### src/rtl/la_pkg.sv
// Shared definitions for the logic-analyzer packet path: header codes,
// field positions, packer FSM states and a repeat-packet builder.
package la_pkg;

  localparam logic [1:0] LA_HDR_SAMPLE = 2'b10;
  localparam logic [1:0] LA_HDR_REPEAT = 2'b11;

  localparam int LA_ADDR_MSB = 31;
  localparam int LA_ADDR_LSB = 28;
  localparam int LA_HDR_MSB  = 27;
  localparam int LA_HDR_LSB  = 26;
  localparam int LA_PINS_MSB = 15;
  localparam int LA_PINS_LSB = 0;

  typedef enum logic [1:0] {
    EMPTY,
    RUN,
    FLUSH
  } la_state_e;

  function automatic logic [31:0] la_repeat_pkt(input logic [3:0]  addr,
                                                input logic [15:0] count);
    return {addr, LA_HDR_REPEAT, 10'b0, count};
  endfunction

endpackage

### src/rtl/la_sync_fifo.sv
// Synchronous first-word-fall-through FIFO. A push while full is accepted
// only if a pop frees the head slot in the same cycle.
module la_sync_fifo #(
  parameter int width = 32,
  parameter int depth = 16
) (
  input  logic             clk,
  input  logic             rst_n,
  input  logic             push,
  input  logic [width-1:0] push_data,
  input  logic             pop,
  output logic [width-1:0] head,
  output logic             full,
  output logic             empty
);

  localparam int AW = $clog2(depth);

  logic [width-1:0] mem_q [depth];
  logic [AW:0]      wr_ptr_q, wr_ptr_d;
  logic [AW:0]      rd_ptr_q, rd_ptr_d;
  logic             wr_en, rd_en;

  assign empty = (wr_ptr_q == rd_ptr_q);
  assign full  = (wr_ptr_q[AW] != rd_ptr_q[AW]) &&
                 (wr_ptr_q[AW-1:0] == rd_ptr_q[AW-1:0]);
  assign rd_en = pop && !empty;
  assign wr_en = push && (!full || rd_en);
  assign head  = empty ? '0 : mem_q[rd_ptr_q[AW-1:0]];

  always_comb begin
    wr_ptr_d = wr_ptr_q;
    rd_ptr_d = rd_ptr_q;
    if (wr_en) wr_ptr_d = wr_ptr_q + 1'b1;
    if (rd_en) rd_ptr_d = rd_ptr_q + 1'b1;
  end

  // NOTE: sequential state uses non-blocking assignment so every flop samples pre-edge values.
  always_ff @(posedge clk or negedge rst_n) begin
    if (!rst_n) begin
      wr_ptr_q <= '0;
      rd_ptr_q <= '0;
    end else begin
      wr_ptr_q <= wr_ptr_d;
      rd_ptr_q <= rd_ptr_d;
    end
  end

  // NOTE: storage is deliberately not reset; the empty flag masks stale words at the head.
  always_ff @(posedge clk) begin
    if (wr_en) mem_q[wr_ptr_q[AW-1:0]] <= push_data;
  end

endmodule

### src/rtl/la_rle_packer.sv
// Run-length packer: collapses consecutive identical pin samples into repeat
// packets and queues all output packets in a FWFT FIFO.
module la_rle_packer
  import la_pkg::*;
#(
  parameter int width      = 32,
  parameter int fifo_depth = 16,
  parameter int max_run    = 65535
) (
  input  logic             clk,
  input  logic             rst,
  input  logic [width-1:0] packet_in,
  input  logic             in_valid,
  input  logic             flush,
  output logic [width-1:0] packet_out,
  output logic             out_valid,
  input  logic             out_ready,
  output logic             overflow
);

  localparam logic [15:0] MAX_RUN = 16'(max_run);

  la_state_e        state_q, state_d;
  logic [15:0]      ref_q, ref_d;
  logic [3:0]       addr_q, addr_d;
  logic [15:0]      count_q, count_d;
  logic [width-1:0] pend_q, pend_d;
  logic             pflush_q, pflush_d;
  logic             overflow_q, overflow_d;

  logic             push;
  logic [width-1:0] push_data;
  logic             fifo_full, fifo_empty, fifo_pop;
  logic             match, do_flush;
  logic [15:0]      count_inc;

  assign match     = (packet_in[LA_PINS_MSB:LA_PINS_LSB] == ref_q);
  assign count_inc = count_q + 16'd1;
  // A flush that collided with in_valid last cycle is replayed from pflush_q.
  assign do_flush  = pflush_q || (flush && !in_valid);
  assign fifo_pop  = out_ready && !fifo_empty;

  // NOTE: every always_comb output gets a default first so no latch is inferred.
  always_comb begin
    state_d   = state_q;
    ref_d     = ref_q;
    addr_d    = addr_q;
    count_d   = count_q;
    pend_d    = pend_q;
    pflush_d  = 1'b0;
    push      = 1'b0;
    push_data = '0;
    unique case (state_q)
      EMPTY: begin
        if (in_valid) begin
          push      = 1'b1;
          push_data = packet_in;
          ref_d     = packet_in[LA_PINS_MSB:LA_PINS_LSB];
          addr_d    = packet_in[LA_ADDR_MSB:LA_ADDR_LSB];
          count_d   = '0;
          state_d   = RUN;
        end
      end
      RUN: begin
        if (in_valid) begin
          pflush_d = flush;
          if (match) begin
            if (count_inc == MAX_RUN) begin
              push      = 1'b1;
              push_data = la_repeat_pkt(addr_q, MAX_RUN);
              count_d   = '0;
            end else begin
              count_d = count_inc;
            end
          end else if (count_q != '0) begin
            push      = 1'b1;
            push_data = la_repeat_pkt(addr_q, count_q);
            pend_d    = packet_in;
            count_d   = '0;
            state_d   = FLUSH;
          end else begin
            push      = 1'b1;
            push_data = packet_in;
            ref_d     = packet_in[LA_PINS_MSB:LA_PINS_LSB];
            addr_d    = packet_in[LA_ADDR_MSB:LA_ADDR_LSB];
          end
        end else if (do_flush && count_q != '0) begin
          push      = 1'b1;
          push_data = la_repeat_pkt(addr_q, count_q);
          count_d   = '0;
        end
      end
      FLUSH: begin
        push      = 1'b1;
        push_data = pend_q;
        ref_d     = pend_q[LA_PINS_MSB:LA_PINS_LSB];
        addr_d    = pend_q[LA_ADDR_MSB:LA_ADDR_LSB];
        count_d   = '0;
        state_d   = RUN;
      end
      default: state_d = EMPTY;
    endcase
    overflow_d = overflow_q || (push && fifo_full && !fifo_pop);
  end

  always_ff @(posedge clk or negedge rst) begin
    if (!rst) begin
      state_q    <= EMPTY;
      ref_q      <= '0;
      addr_q     <= '0;
      count_q    <= '0;
      pend_q     <= '0;
      pflush_q   <= 1'b0;
      overflow_q <= 1'b0;
    end else begin
      state_q    <= state_d;
      ref_q      <= ref_d;
      addr_q     <= addr_d;
      count_q    <= count_d;
      pend_q     <= pend_d;
      pflush_q   <= pflush_d;
      overflow_q <= overflow_d;
    end
  end

  la_sync_fifo #(
    .width (width),
    .depth (fifo_depth)
  ) u_fifo (
    .clk       (clk),
    .rst_n     (rst),
    .push      (push),
    .push_data (push_data),
    .pop       (out_ready),
    .head      (packet_out),
    .full      (fifo_full),
    .empty     (fifo_empty)
  );

  assign out_valid = !fifo_empty;
  assign overflow  = overflow_q;

endmodule

### config.mk
export PLATFORM = sky130hd
export DESIGN_NAME = la_rle_packer
export DESIGN_NICKNAME = d
export VERILOG_FILES = /design/src/rtl/la_pkg.sv /design/src/rtl/la_sync_fifo.sv /design/src/rtl/la_rle_packer.sv
export SDC_FILE = /design/constraint.sdc
export NUM_CORES = 1
export LEC_CHECK = 0
export BUFFER_PORTS_ARGS = -buffer_cell sky130_fd_sc_hd__clkbuf_2
export CAP_MARGIN = 30
export CELL_PAD_IN_SITES_DETAIL_PLACEMENT = 1
export CELL_PAD_IN_SITES_GLOBAL_PLACEMENT = 1
export CORE_ASPECT_RATIO = 0.8
export CORE_UTILIZATION = 50
export CTS_BUF_LIST = sky130_fd_sc_hd__clkbuf_4
export CTS_CLUSTER_SIZE = 10
export DETAILED_ROUTE_END_ITERATION = 12
export PLACE_DENSITY_LB_ADDON = 0.3
export SLEW_MARGIN = 0
export SYNTH_ARGS = -nofsm -noshare
export SYNTH_HDL_FRONTEND = slang
export SYNTH_SLANG_ARGS = --single-unit
### constraint.sdc
create_clock -name clk -period 5.4 [get_ports clk]
set_input_delay 0.54 -clock clk [delete_from_list [all_inputs] [get_ports clk]]
set_output_delay 0.54 -clock clk [all_outputs]
set_load 0.05 [all_outputs]
==> impl_metrics.ini <==
[yosys]
synth_most_common_cell = edfxtp_1
yosys_warnings = 0
synth-main-ff-cell = edfxtp_1
yosys-top-cells-count = edfxtp_1 (512), mux4_2 (128), dfrtp_1 (82)
post_synthesis_compound_gate_area_fraction_pct = 5.89
synth_edf_count = 512
postSynthCellCount = 1315
yosys-mux-area-fraction_pct = 15.4
synthesis.area_sq_um = 24300
synth_nets = 1360
synth_cell_type_count = 53
post_synth.cell_area_avg_sq_um = 18.5
synth_simple_gate_area_share_pct = 3.72
post-synth-top-area-fraction_pct = 63.2
netlist.top_cell.by_area = edfxtp_1
yosys.area_share.xor_xnor_pct = 1.36
seq_area_frac_synth_pct = 71.6
synthArstFlopShare_pct = 13.8
synth_adder_area_share_pct = 0.411
synth-seq-cells = 594
dominant_combinational_cell_family_by_area_after_synthesis = multiplexers
cell_types_occupying_the_most_area_after_synthesis = edfxtp_1 (63%), mux4_2 (12%), dfrtp_1 (8.4%), a211oi_1 (2.0%), mux2i_1 (1.9%)

[sta]
timing.final.crit_period_ps = 4510
worst-slew-pin-transition_ps = 1130
setup_total_negative_slack_ps = 0
maxSlewViolCount = 0
final.setup_skew_ps = 46.6
finalSetupViolCount = 0
final-hold-violation-count = 0
max_freq_mhz = 222
max-slew-margin-rel_pct = 24.7
whs_ps = 155
setup_slack_ps = 891
finalCritPeriodShare_pct = 83.5
rsz_0062_raised_after_global_routing = false

[clock_network]
clkSlewWorstSetupHoldPaths_ps = 80
cts_resized = 0
cts_tree = yes
clock-root-buffer = clkbuf_4
post_cts_buffers = 0
cts.hold.buffers_added = 34
clock_sinks = 594
cts-buffers-inserted = 144
htree_num_levels = 4
worst_skew_pair.late_latency_ps = 870
clock_tree.buffer_depth = 3

[route]
drc = 0
drtIter0Drc = 1095
route.vias.total = 13512
ant_nets = 0
drt-total-wl_mm = 60.3
vias_per_cell = 5.98
detail_route.wl_per_cell_um = 26.7
detailedRoute.firstPassIterationCount = 5

[floorplan]
design.core.area_sq_um = 47500
top_level_ports = 71
die_width_um = 249
row_count = 71
floorplan.initialDensity_pct = 51.2
floorplan.die_area_sq_um = 49600
dieHeight_um = 199

[critical_path]
timing.critical_path.fanout_max = 51
path_buf_inv = 2
critPathMaxStageDelay_ps = 990
crit_path_cell_trace = xnor2_1, nand4_1, nor2b_4, buf_4, a211oi_1, clkbuf_2
worst-endpoint-arrival_ps = 3970
worst_setup_path_start_kind = register
crit_path_end_kind = output port
criticalPathCategory = register to output port
slowest_stage = dfrtp_4
worst-endpoint-required_ps = 4860
crit_family = simple AND/OR/NAND/NOR gates

[global_route]
number_of_antenna_violations_at_the_first_check_in_global_routing = 1
grt.overflow.total = 0
grt_pass1_vias = 14638
wire_length_of_the_first_global_routing_pass_mm = 91.0
total_track_usage_pct = 25.0
grt_max_degree = 61

[cells_and_area]
layout_utilization_pct = 58.9
design_area_sq_um = 28000
layout-drive-gt1-share_pct = 33.2
layout-area-overhead-vs-synth_pct = 15.0
fin_cells = 2258
layout.nets = 1572

[hold_path]
hp-class = input port to register

[placement]
cell_area_placed_sq_um = 25500
place_inst = 1957
placement.setup.worst_slack_ps = 1200
routability_congestion_estimate_from_global_placement = 0.880
placement.io_buffers = 70
hpwl_mm = 35.1

[power]
worst_ir_drop_vdd_v = 0.000407
cellLeakagePower_nw = 9.73
finalPower_mw = 15.3
p_per_area_nw_per_um2 = 548

[flow_run]
timing.max_cap.violations = 0

[outcome]
run_status = finished, final reports clean
flip-flops by register name (all words and copies together), names as in the netlist:
signal,flops
count_q,16
pflush_q,1
u_fifo.mem_q,512
state_q,2
overflow,1
u_fifo.rd_ptr_q,5
u_fifo.wr_ptr_q,5
pend_q,32
ref_q,16
addr_q,4
layout make-up:
class / count / area [sq um]
fillers: 4224 / 19500
flip-flops and latches: 594 / 17400
multi-input cells: 624 / 6560
clock buffers: 208 / 1560
repair buffers: 153 / 1270
well taps: 620 / 776
clock inverters: 48 / 342
inverters: 10 / 37.5
diodes: 1 / 2.50
kinds of logic after synthesis:
logic type	count (synthesis)
adders and majority gates	8
buffers and inverters	97
and+or+nand+nor	162
DFF	594
AOI/OAI and AO/OA	208
xor gates and xnor gates	37
muxes	209
metal layers:
metal | up-vias | wire (um) | part of all wire [%] | GRT usage (%)
met3 | 99 | 3100 | 5.1 | 4.87
li1 | 5853 | - | - | -
met2 | 420 | 30100 | 50 | 42.3
met1 | 7140 | 25900 | 43 | 33.0
met5 | - | 0 | 0 | 0
met4 | 0 | 1200 | 2.0 | 8.12
worst paths after layout:
kind	startpoint	slack (ps)	cells after the start	endpoint
worst max-delay path	u_fifo.rd_ptr_q[1]$_DFFE_PN0P_	890	6	packet_out[5]
max in group asynchronous	rst	4080	3	u_fifo.rd_ptr_q[3]$_DFFE_PN0P_
worst max register to register	count_q[0]$_DFFE_PN0P_	1120	7	u_fifo.mem_q[12][11]$_DFFE_PP_
worst min register to register	addr_q[2]$_DFFE_PN0P_	480	1	addr_q[2]$_DFFE_PN0P_
worst min-delay path	out_ready	150	3	overflow$_DFF_PN0_
min in group asynchronous	rst	280	2	count_q[2]$_DFFE_PN0P_
cell usage in the layout, fill, tap and decap left out, types with 33 or more instances in the layout:
cell             n
mux2_2          34
dfrtp_1         78
mux4_2         128
buf_4           36
edfxtp_1       512
o21ai_0         46
mux2i_1         47
a211oi_1        64
clkbuf_2        69
nor2b_1         36
dlygate4sd3_1   34
clkbuf_4       208
xnor2_1         33
nand2_1         36
where the power goes:
group	total [mW]	internal, mW	switching [mW]
Combinational	5.23	1.93	3.30
Sequential	6.26	5.81	0.456
Clock	3.84	2.02	1.82
worst reg2reg max path: stages (launching register included):
cell and delay (ps):
dfrtp_1 450, ha_1 260, nand3_1 240, nor3_1 290, o21ai_0 170, o41a_1 510, a211oi_2 940, and3_2 990
(Power assumes the default switching activity.)
